--- src/rtl/board_write_sequencer.sv ---
// Turns an init request or one from/to move into a burst of single-square board writes; special moves gated by BOARD_SEQ_SPECIAL_MOVES_EN.
// Latency accept->done: 2 (from==to), 3 normal/promo, 4 en passant, 5 castle, 65 init; cmd_ready only in IDLE, requests while busy are dropped.
module board_write_sequencer (
    input  logic         CLK,
    input  logic         RESET,
    input  logic [255:0] board_input,
    input  logic         init_req,
    input  logic         cmd_valid,
    output logic         cmd_ready,
    input  logic [5:0]   cmd_from,
    input  logic [5:0]   cmd_to,
    output logic [5:0]   board_out_addr,
    output logic [3:0]   board_out_piece,
    output logic         board_change_enable,
    output logic         busy,
    output logic         done,
    output logic [1:0]   move_kind
);

    typedef enum logic [1:0] {
        S_IDLE  = 2'd0,
        S_INIT  = 2'd1,
        S_WRITE = 2'd2,
        S_DONE  = 2'd3
    } state_t;

    state_t      r_state;
    state_t      w_state_nxt;

    logic [5:0]  r_init_cnt;
    logic [2:0]  r_idx;
    logic [2:0]  r_cnt;
    logic [5:0]  r_wr_addr [4];
    logic [3:0]  r_wr_dat  [4];
    logic [1:0]  r_kind;

    logic        r_we;
    logic [5:0]  r_addr;
    logic [3:0]  r_piece;
    logic [1:0]  r_move_kind;

    logic [3:0]  w_p;
    logic [5:0]  w_addr [4];
    logic [3:0]  w_dat  [4];
    logic [2:0]  w_cnt;
    logic [1:0]  w_kind;
    logic        w_wr_more;

    function automatic logic [3:0] f_init_piece(input logic [5:0] sq);
        logic [2:0] back;
        logic [3:0] pc;
        case (sq[2:0])
            3'd0, 3'd7: back = 3'd4;
            3'd1, 3'd6: back = 3'd2;
            3'd2, 3'd5: back = 3'd3;
            3'd3:       back = 3'd5;
            default:    back = 3'd6;
        endcase
        case (sq[5:3])
            3'd0:    pc = {1'b1, back};
            3'd1:    pc = 4'b1001;
            3'd6:    pc = 4'b0001;
            3'd7:    pc = {1'b0, back};
            default: pc = 4'b0000;
        endcase
        return pc;
    endfunction

    assign w_p       = board_input[{cmd_from, 2'b00} +: 4];
    assign w_wr_more = (r_idx < r_cnt);

`ifdef BOARD_SEQ_SPECIAL_MOVES_EN
    logic [3:0] w_d;
    logic [2:0] w_fr, w_fc, w_tr, w_tc;
    logic       w_is_castle, w_is_ep, w_is_promo;

    assign w_d         = board_input[{cmd_to, 2'b00} +: 4];
    assign w_fr        = cmd_from[5:3];
    assign w_fc        = cmd_from[2:0];
    assign w_tr        = cmd_to[5:3];
    assign w_tc        = cmd_to[2:0];
    assign w_is_castle = (w_p[2:0] == 3'd6) && (w_fc == 3'd4) && (w_tr == w_fr) &&
                         ((w_tc == 3'd6) || (w_tc == 3'd2));
    assign w_is_ep     = (w_p[2:0] == 3'd1) && (w_fc != w_tc) && (w_d[2:0] == 3'd0);
    assign w_is_promo  = (w_p[2:0] == 3'd1) &&
                         ((!w_p[3] && (w_tr == 3'd0)) || (w_p[3] && (w_tr == 3'd7)));
`endif

    // Full write burst is resolved at accept so later board_input changes cannot leak in.
    always_comb begin
        for (int i = 0; i < 4; i++) begin
            w_addr[i] = '0;
            w_dat[i]  = '0;
        end
        w_cnt     = 3'd0;
        w_kind    = 2'd0;
        w_addr[0] = cmd_to;
        w_dat[0]  = w_p;
        w_addr[1] = cmd_from;
        if (cmd_from != cmd_to) begin
            w_cnt = 3'd2;
`ifdef BOARD_SEQ_SPECIAL_MOVES_EN
            if (w_is_castle) begin
                w_cnt     = 3'd4;
                w_kind    = 2'd1;
                w_addr[2] = {w_fr, (w_tc == 3'd6) ? 3'd7 : 3'd0};
                w_addr[3] = {w_fr, (w_tc == 3'd6) ? 3'd5 : 3'd3};
                w_dat[3]  = {w_p[3], 3'd4};
            end else if (w_is_ep) begin
                w_cnt     = 3'd3;
                w_kind    = 2'd2;
                w_addr[2] = {w_fr, w_tc};
            end else if (w_is_promo) begin
                w_kind    = 2'd3;
                w_dat[0]  = {w_p[3], 3'd5};
            end
`endif
        end
    end

    always_ff @(posedge CLK or negedge RESET) begin
        if (!RESET) begin
            r_state <= S_IDLE;
        end else begin
            r_state <= w_state_nxt;
        end
    end

    always_comb begin
        w_state_nxt = r_state;
        case (r_state)
            S_IDLE: begin
                if (init_req) begin
                    w_state_nxt = S_INIT;
                end else if (cmd_valid) begin
                    w_state_nxt = S_WRITE;
                end
            end
            S_INIT:  if (r_init_cnt == 6'd63) w_state_nxt = S_DONE;
            S_WRITE: if (!w_wr_more) w_state_nxt = S_DONE;
            default: w_state_nxt = S_IDLE;
        endcase
    end

    always_ff @(posedge CLK or negedge RESET) begin
        if (!RESET) begin
            r_init_cnt  <= '0;
            r_idx       <= '0;
            r_cnt       <= '0;
            r_kind      <= '0;
            r_we        <= 1'b0;
            r_addr      <= '0;
            r_piece     <= '0;
            r_move_kind <= '0;
            for (int i = 0; i < 4; i++) begin
                r_wr_addr[i] <= '0;
                r_wr_dat[i]  <= '0;
            end
        end else begin
            r_we <= 1'b0;
            case (r_state)
                S_IDLE: begin
                    if (init_req) begin
                        r_we       <= 1'b1;
                        r_addr     <= 6'd0;
                        r_piece    <= f_init_piece(6'd0);
                        r_init_cnt <= 6'd0;
                        r_kind     <= 2'd0;
                    end else if (cmd_valid) begin
                        r_wr_addr <= w_addr;
                        r_wr_dat  <= w_dat;
                        r_cnt     <= w_cnt;
                        r_kind    <= w_kind;
                        r_idx     <= 3'd1;
                        if (w_cnt != 3'd0) begin
                            r_we    <= 1'b1;
                            r_addr  <= w_addr[0];
                            r_piece <= w_dat[0];
                        end
                    end
                end
                S_INIT: begin
                    r_init_cnt <= r_init_cnt + 6'd1;
                    if (r_init_cnt != 6'd63) begin
                        r_we    <= 1'b1;
                        r_addr  <= r_init_cnt + 6'd1;
                        r_piece <= f_init_piece(r_init_cnt + 6'd1);
                    end else begin
                        r_move_kind <= r_kind;
                    end
                end
                S_WRITE: begin
                    if (w_wr_more) begin
                        r_we    <= 1'b1;
                        r_addr  <= r_wr_addr[r_idx[1:0]];
                        r_piece <= r_wr_dat[r_idx[1:0]];
                        r_idx   <= r_idx + 3'd1;
                    end else begin
                        r_move_kind <= r_kind;
                    end
                end
                default: ;
            endcase
        end
    end

    assign board_change_enable = r_we;
    assign board_out_addr      = r_addr;
    assign board_out_piece     = r_piece;
    assign move_kind           = r_move_kind;
    assign cmd_ready           = (r_state == S_IDLE);
    assign busy                = (r_state != S_IDLE);
    assign done                = (r_state == S_DONE);

endmodule

--- config.mk ---
export PLATFORM = sky130hd
export DESIGN_NAME = board_write_sequencer
export DESIGN_NICKNAME = d
export VERILOG_FILES = /design/src/rtl/board_write_sequencer.sv
export SDC_FILE = /design/constraint.sdc
export NUM_CORES = 1
export LEC_CHECK = 0
export BUFFER_PORTS_ARGS = -buffer_cell sky130_fd_sc_hd__buf_2
export CAP_MARGIN = 40
export CORE_AREA = 2 2 113 115
export DETAILED_ROUTE_END_ITERATION = 8
export DIE_AREA = 0 0 115 117
export GPL_TIMING_DRIVEN = 0
export PLACE_DENSITY = 0.82
export SLEW_MARGIN = 5
export SYNTH_ARGS = -nofsm -noshare
export SYNTH_HDL_FRONTEND = slang
export SYNTH_SLANG_ARGS = --single-unit
--- constraint.sdc ---
create_clock -name CLK -period 1.9 [get_ports CLK]
set_input_delay 0.19 -clock CLK [delete_from_list [all_inputs] [get_ports CLK]]
set_output_delay 0.19 -clock CLK [all_outputs]
set_load 0.02 [all_outputs]
# Yosys cells after proc, flatten, opt, wreduce, memory -nomap -nowiden
# Index checks and enable logic that the tools add are counted.
[word_totals]
register_bits = 45
inputBits = 272
output_inout_bits = 16
wordCells = 107
[op_classes]
add_sub_neg = 2
magnitude_cmp = 2
n_eq_ne = 25
shifts = 1
muxes = 43
bitwise = 2
reduce_logical = 20
[ops]
columns = ["operator", "n"]
rows = [
  ["256-bit by 9-bit indexed part select with 4-bit output", 1],
  ["6-bit 2-to-1 mux", 8],
  ["4-bit 2-to-1 mux", 7],
  ["2-bit 2-to-1 mux", 9],
  ["6-bit one-hot mux with 3 select lines", 1],
  ["2-bit != test (second input constant)", 8],
  ["4-bit one-hot mux with 4 select lines", 1],
  ["3-bit == test (second input constant)", 5],
  ["6-bit binary-select mux with 2-bit select", 1],
  ["3-bit one-hot mux with 4 select lines", 1],
  ["4-bit one-hot mux with 3 select lines", 1],
  ["6-bit one-hot mux with 2 select lines", 1],
  ["2-bit nonzero test", 5],
  ["3-bit 2-to-1 mux", 3],
  ["3-bit AND reduction", 3],
  ["4-bit binary-select mux with 2-bit select", 1],
  ["6-bit by 1-bit adder with 6-bit output (second input constant)", 1],
  ["3-bit by 1-bit == test with 1-bit output (second input constant)", 2],
  ["3-bit by 2-bit == test with 1-bit output (second input constant)", 2],
  ["6-bit == test (second input constant)", 1],
  ["3-bit logical NOT", 2],
  ["6-bit != test", 1],
  ["6-bit != test (second input constant)", 1],
  ["2-bit one-hot mux with 3 select lines", 1],
  ["19 further kinds", 28],
]

# Logic depth before layout (Yosys ltp)
[logic_depth]
ltp_word = 7
depth_mapped = 10
ltp_nobuf = 8

# Worst setup path before layout
# OpenSTA, ideal clock, no wires.
[synth_timing]
path_kind = "in2reg"
from = "input cmd_from[0]"
to = "register r_wr_dat[12] in the netlist's numbering"
setup_time_ns = 0.125
arrival_ns = 1.963
required_ns = 1.775
path_slack_ns = -0.187
cell_stages = 6
path_buffers = 1
cell_sequence = "buf_2 > mux4_1 > a22oi_1 > a21oi_1 > or4_1 > mux2_2"
[synth_via]
elab_chain_len = 1
[synth_rtl]
columns = ["element", "line", "source"]
rows = [
  ["start, declared", "10", "input logic [5:0] cmd_from,"],
  ["256-bit by 9-bit indexed part select with 4-bit output", "69", "assign w_p = board_input[{cmd_from, 2'b00} +: 4];"],
  ["end signal, assigned", "171", "r_wr_dat <= w_dat;"],
  ["end, declared", "34", "logic [3:0] r_wr_dat [4];"],
]
# No other way between the ends.
# A chain may end at the register's enable or synchronous reset.

# Worst setup path after layout
[layout_timing]
from = "register r_init_cnt[0]"
to = "register r_piece[2], in the netlist board_out_piece[2]"
[layout_via]
elab_chain_len = 7
word_cells_on_any_way = 22
classes_between = "add/sub (1); eq/ne (11); mux (4); reduce/logical (6)"
[layout_rtl]
columns = ["element", "line", "source"]
rows = [
  ["start, declared", "30", "logic [5:0] r_init_cnt;"],
  ["start signal, assigned", "183", "r_init_cnt <= r_init_cnt + 6'd1;"],
  ["6-bit by 1-bit adder with 6-bit output", "187", "r_piece <= f_init_piece(r_init_cnt + 6'd1);"],
  ["3-bit by 2-bit == test with 1-bit output, or another cell as far along", "52", "case (sq[2:0])"],
  ["2-bit OR reduction", "52", ""],
  ["3-bit one-hot mux with 4 select lines", "52", ""],
  ["4-bit one-hot mux with 4 select lines", "59", "case (sq[5:3])"],
  ["4-bit 2-to-1 mux", "184", "if (r_init_cnt != 6'd63) begin"],
  ["4-bit one-hot mux with 3 select lines", "161", "case (r_state)"],
  ["end signal, assigned", "166", "r_piece <= f_init_piece(6'd0);"],
  ["end signal, assigned", "187", ""],
  ["end signal, assigned", "196", "r_piece <= r_wr_dat[r_idx[1:0]];"],
  ["end, declared", "39", "logic [3:0] r_piece;"],
]
# Parallel ways exist; a longest one is shown, timed or not. The select of a mux whose other input is x is not followed.

==> results_tabular.tex <==
\begin{tabular}{lr}
\hline
Metric & Value \\
\hline
\multicolumn{2}{l}{\textbf{Worst setup path}} \\
\quad Internal reg-to-reg setup slack & -0.03 ns \\
\quad CP Launch Type & flop \\
\quad Required arrival time at the worst endpoint & 2.08 ns \\
\quad Largest stage delay on the critical path & 0.38 ns \\
\quad Depth of the worst register-to-register path & 8 \\
\quad Critical path endpoint & board\_out\_piece[2]\$\_DFFE\_PN0P\_ \\
\quad Capture point of the worst reg-to-reg path & board\_out\_piece[2]\$\_DFFE\_PN0P\_ \\
\quad Crit Reg-Reg Startpoint & r\_init\_cnt[0]\$\_DFFE\_PN0P\_ \\
\quad Critical path class & flop to flop \\
\quad Worst Setup End Kind & flop \\
\quad Cell with the biggest individual delay on the critical path & sky130\_fd\_sc\_hd\_\_dfrtp\_1 \\
\quad Critical Path, Cell by Cell & ha\_2 -> clkbuf\_8 -> nand3\_4 -> xor2\_4 -> or2\_4 -> mux2i\_1 -> a31oi\_1 -> o31ai\_1 \\
\quad Maximum fanout along the worst path & 4 \\
\quad Origin of the worst setup path & r\_init\_cnt[0]\$\_DFFE\_PN0P\_ \\
\quad Arrival time of data at the critical path endpoint & 2.12 ns \\
\multicolumn{2}{l}{\textbf{Logic synthesis}} \\
\quad Yosys warning total & 0 \\
\quad Number of distinct library cells after synthesis & 53 \\
\quad Share of Yosys cell area claimed by the top area cell type & 0.2561 \\
\quad Async set or reset register ratio after synthesis & 1.000 \\
\quad Most used DFF post-synth & sky130\_fd\_sc\_hd\_\_dfrtp\_1 \\
\quad Synth top area cells & sky130\_fd\_sc\_hd\_\_mux4\_2, sky130\_fd\_sc\_hd\_\_dfrtp\_1, sky130\_fd\_sc\_hd\_\_mux4\_1 \\
\quad Netlist area before placement & 4397 um\^{}2 \\
\quad Synth Instances & 409 \\
\quad Part of the Yosys area used for sequential elements & 0.2220 \\
\quad Synthesized area per cell & 10.75 um\^{}2 \\
\quad Count of flip-flops with a built-in enable after synthesis & 0 \\
\quad Flops \& latches, synth & 39 \\
\quad Yosys top cell by area & sky130\_fd\_sc\_hd\_\_mux4\_2 \\
\multicolumn{2}{l}{\textbf{STA}} \\
\quad Count of final hold-check violations & 0 \\
\quad Part of the cycle the worst path needs & 1.016 \\
\quad Worst-case setup margin in the final layout & -0.03066 ns \\
\quad Worst-Margin Slew & 0.7959 ns \\
\quad Final Slew Violations & 0 \\
\quad Final number of setup-violating endpoints & 2 \\
\quad Unrepaired setup endpoints after global routing & true \\
\quad Headroom to the max-slew limit & 0.4638 \\
\quad Final clock skew & 0.003780 ns \\
\quad Top achievable clock speed & 518.0 MHz \\
\quad Time the final worst path needs with I/O delays and setup & 1.931 ns \\
\multicolumn{2}{l}{\textbf{Place}} \\
\quad Routability-driven placement congestion ratio & 0.9154 \\
\quad Post-DP HPWL & 15740 um \\
\quad Port buffer count & 281 \\
\multicolumn{2}{l}{\textbf{Clock network}} \\
\quad Maximum buffer depth of the clock tree & 2 \\
\quad CTS Root Cell & sky130\_fd\_sc\_hd\_\_clkbuf\_16 \\
\quad Clock buffers created by TritonCTS & 5 \\
\quad Clock insertion delay at the later pin of the skew report & 0.28 ns \\
\quad Sinks on the clock net & 39 \\
\quad CTS clk-pin slew, worst paths & 0.06 ns \\
\quad CTS H-tree depth & 2 \\
\quad CTS tree & yes \\
\multicolumn{2}{l}{\textbf{Global route}} \\
\quad First-pass GRT wire length & 28320 um \\
\quad Maximum number of pins on one net before global-route repair & 22 \\
\quad Global Route Usage Sum & 0.2809 \\
\quad Met3 demand-to-capacity share in global routing & 0.07106 \\
\quad Number of global-route vias before repair & 5042 \\
\quad Number of antenna violations at the first check in global routing & 8 \\
\quad GR peak layer & met2 \\
\quad Met1 track utilization from global routing & 0.3709 \\
\quad Met2 track utilization from global routing & 0.4729 \\
\quad Global route overflow & 0 \\
\multicolumn{2}{l}{\textbf{Finish}} \\
\quad Count of fill cells added during filler insertion & 1103 \\
\quad Synth-to-layout area growth & 54.47\% \\
\quad Total Nets Final & 1008 \\
\quad Most common library cell in the layout ignoring fill and taps & sky130\_fd\_sc\_hd\_\_buf\_2 \\
\quad Commonest cells after routing, fill and taps aside & sky130\_fd\_sc\_hd\_\_buf\_2, sky130\_fd\_sc\_hd\_\_mux4\_2, sky130\_fd\_sc\_hd\_\_nand2\_1, sky130\_fd\_sc\_hd\_\_buf\_4, sky130\_fd\_sc\_hd\_\_dfrtp\_1 \\
\quad Final Core Density & 0.5516 \\
\quad Fraction of layout instances using a drive strength above 1 & 0.6259 \\
\multicolumn{2}{l}{\textbf{Drt}} \\
\quad Final antenna-violating net count & 0 \\
\quad Drc violations & 0 \\
\quad Vias & 5142 \\
\quad DRT Pass-1 Iters & 5 \\
\quad Initial DRC Count & 390 \\
\quad Via count normalized by instance count & 5.823 \\
\quad Total wire length after detailed routing & 19700 um \\
\quad Routed length per placed instance & 22.31 um \\
\multicolumn{2}{l}{\textbf{Floorplanning}} \\
\quad Die area & 13460 um\^{}2 \\
\quad Height of the die & 117 um \\
\quad Initial Utilization & 0.3571 \\
\quad DIE WIDTH & 115 um \\
\quad Placeable Area & 12310 um\^{}2 \\
\quad Num rows & 41 \\
\quad Ports placed on the boundary & 288 \\
\multicolumn{2}{l}{\textbf{Power and ir drop}} \\
\quad VDD IR max & 0.6828 mV \\
\quad Power density cells & 954.4 nW/um\^{}2 \\
\quad LEAKAGE & 0.003195 uW \\
\quad Total power after layout & 6482 uW \\
\multicolumn{2}{l}{\textbf{Run status}} \\
\quad Violated checks & setup timing \\
\quad Status & complete, but fails checks \\
\multicolumn{2}{l}{\textbf{Worst hold path}} \\
\quad Worst min-delay path class & primary input to flop \\
\multicolumn{2}{l}{\textbf{Flow run}} \\
\quad Number of max-cap violations & 0 \\
\hline
\end{tabular}
==> metal layers <==
layer | up-vias | share of wire
li1 | 2272 | -
met1 | 2495 | 0.39
met2 | 334 | 0.49
met3 | 37 | 0.10
met4 | 4 | 0.013
met5 | - | 0.0014
==> flip-flops by register name, summed over array words and instances, names as in the netlist <==
signal,flops
r_wr_addr,12
board_out_addr,6
r_init_cnt,6
r_idx,3
r_cnt,1
board_out_piece,4
r_state,2
r_wr_dat,4
board_change_enable,1
==> metrics by stage <==
stage	setup WS (ns)	hold WS, ns	cell area [um^2]	std cells	TNS, ns
final	-0.03066	0.1909	6792	883	-0.05636
after global routing	-0.1045	0.2048	6782	879	-0.4866
after global placement	-0.5814	0.3483	6046	841	-7.275
after CTS	-0.003792	0.1927	6544	865	-0.003792
after detailed placement	-0.6196	0.1762	6073	842	-8.554
after floorplan	-0.1004	-0.1056	4452	410	-0.2244
==> how the worst min path moves through the flow <==
stage,depth (start not counted),slack [ns],endpoint,from
detailed placement,1,0.18,r_state[1]$_DFFE_PN0P_,RESET
finish,2,0.19,r_wr_addr[23]$_DFFE_PN0P_,cmd_to[5]
floorplan,0,-0.11,board_change_enable$_DFF_PN0_,RESET
global route,2,0.20,r_wr_addr[21]$_DFFE_PN0P_,cmd_to[3]
global placement,1,0.35,r_state[1]$_DFFE_PN0P_,RESET
CTS,2,0.19,r_wr_addr[23]$_DFFE_PN0P_,cmd_to[5]
==> cells in the mapped netlist, types with 10 or more instances <==
| cell type | instances |
|---|---|
| sky130_fd_sc_hd__a22oi_1 | 16 |
| sky130_fd_sc_hd__mux2i_1 | 19 |
| sky130_fd_sc_hd__clkbuf_1 | 16 |
| sky130_fd_sc_hd__dfrtp_1 | 39 |
| sky130_fd_sc_hd__ha_1 | 10 |
| sky130_fd_sc_hd__a21oi_1 | 21 |
| sky130_fd_sc_hd__nand2_1 | 36 |
| sky130_fd_sc_hd__o21ai_0 | 17 |
| sky130_fd_sc_hd__mux4_1 | 11 |
| sky130_fd_sc_hd__buf_2 | 13 |
| sky130_fd_sc_hd__mux4_2 | 50 |
| sky130_fd_sc_hd__inv_1 | 11 |
| sky130_fd_sc_hd__nand3_1 | 11 |
| sky130_fd_sc_hd__mux2_2 | 17 |
| sky130_fd_sc_hd__nor2_1 | 19 |
==> final cells by class <==
type | count | area (um^2) | area share
Timing Repair Buffer | 311 | 1677 | 0.2469
Multi-Input combinational cell | 322 | 3379 | 0.4976
Inverter | 11 | 41.29 | 0.006080
Tap cell | 150 | 187.7 | 0.02763
Antenna cell | 6 | 15.01 | 0.002211
Clock inverter | 2 | 60.06 | 0.008843
Clock buffer | 6 | 128.9 | 0.01898
Sequential cell | 39 | 982.2 | 0.1446
Buffer | 36 | 320.3 | 0.04716
==> where the power goes <==
part / total, uW / switching, uW / internal [uW]
registers: 1450 / 229 / 1220
logic: 3940 / 2070 / 1870
clock network: 1090 / 337 / 753
total: 6480 / 2640 / 3840
==> worst max-delay path: cells and delay by family, from the launching register on <==
kind	cells	cell delay, ns
buf+inv	1	0.14
xor+xnor	1	0.18
fa+ha+maj	1	0.18
simple gates	2	0.36
flops	1	0.38
compound gates	2	0.40
mux	1	0.20
==> logic make-up (layout without fill, tap and decap cells) <==
kind of cell | Yosys count | count (layout) | synth area share
AND/OR/NAND/NOR | 106 | 106 | 0.1175
multiplexers | 97 | 97 | 0.4087
AO/OA/AOI/OAI | 94 | 94 | 0.1434
buffers and inverters | 49 | 366 | 0.05321
flip-flops | 39 | 39 | 0.2220
XOR/XNOR | 13 | 13 | 0.02590
adder cells (fa/ha/maj) | 10 | 10 | 0.02846
other | 1 | 8 | 0.0008529
==> repair_timing <==
action,CTS,global route
buffers inserted,16,11
gates resized for setup,42,42
endpoints found under the hold margin,18,0
setup endpoints to repair,27,27
pin swaps,8,5
hold buffers,1,0
cloned,0,1
Power figures use the tool's default switching activity.
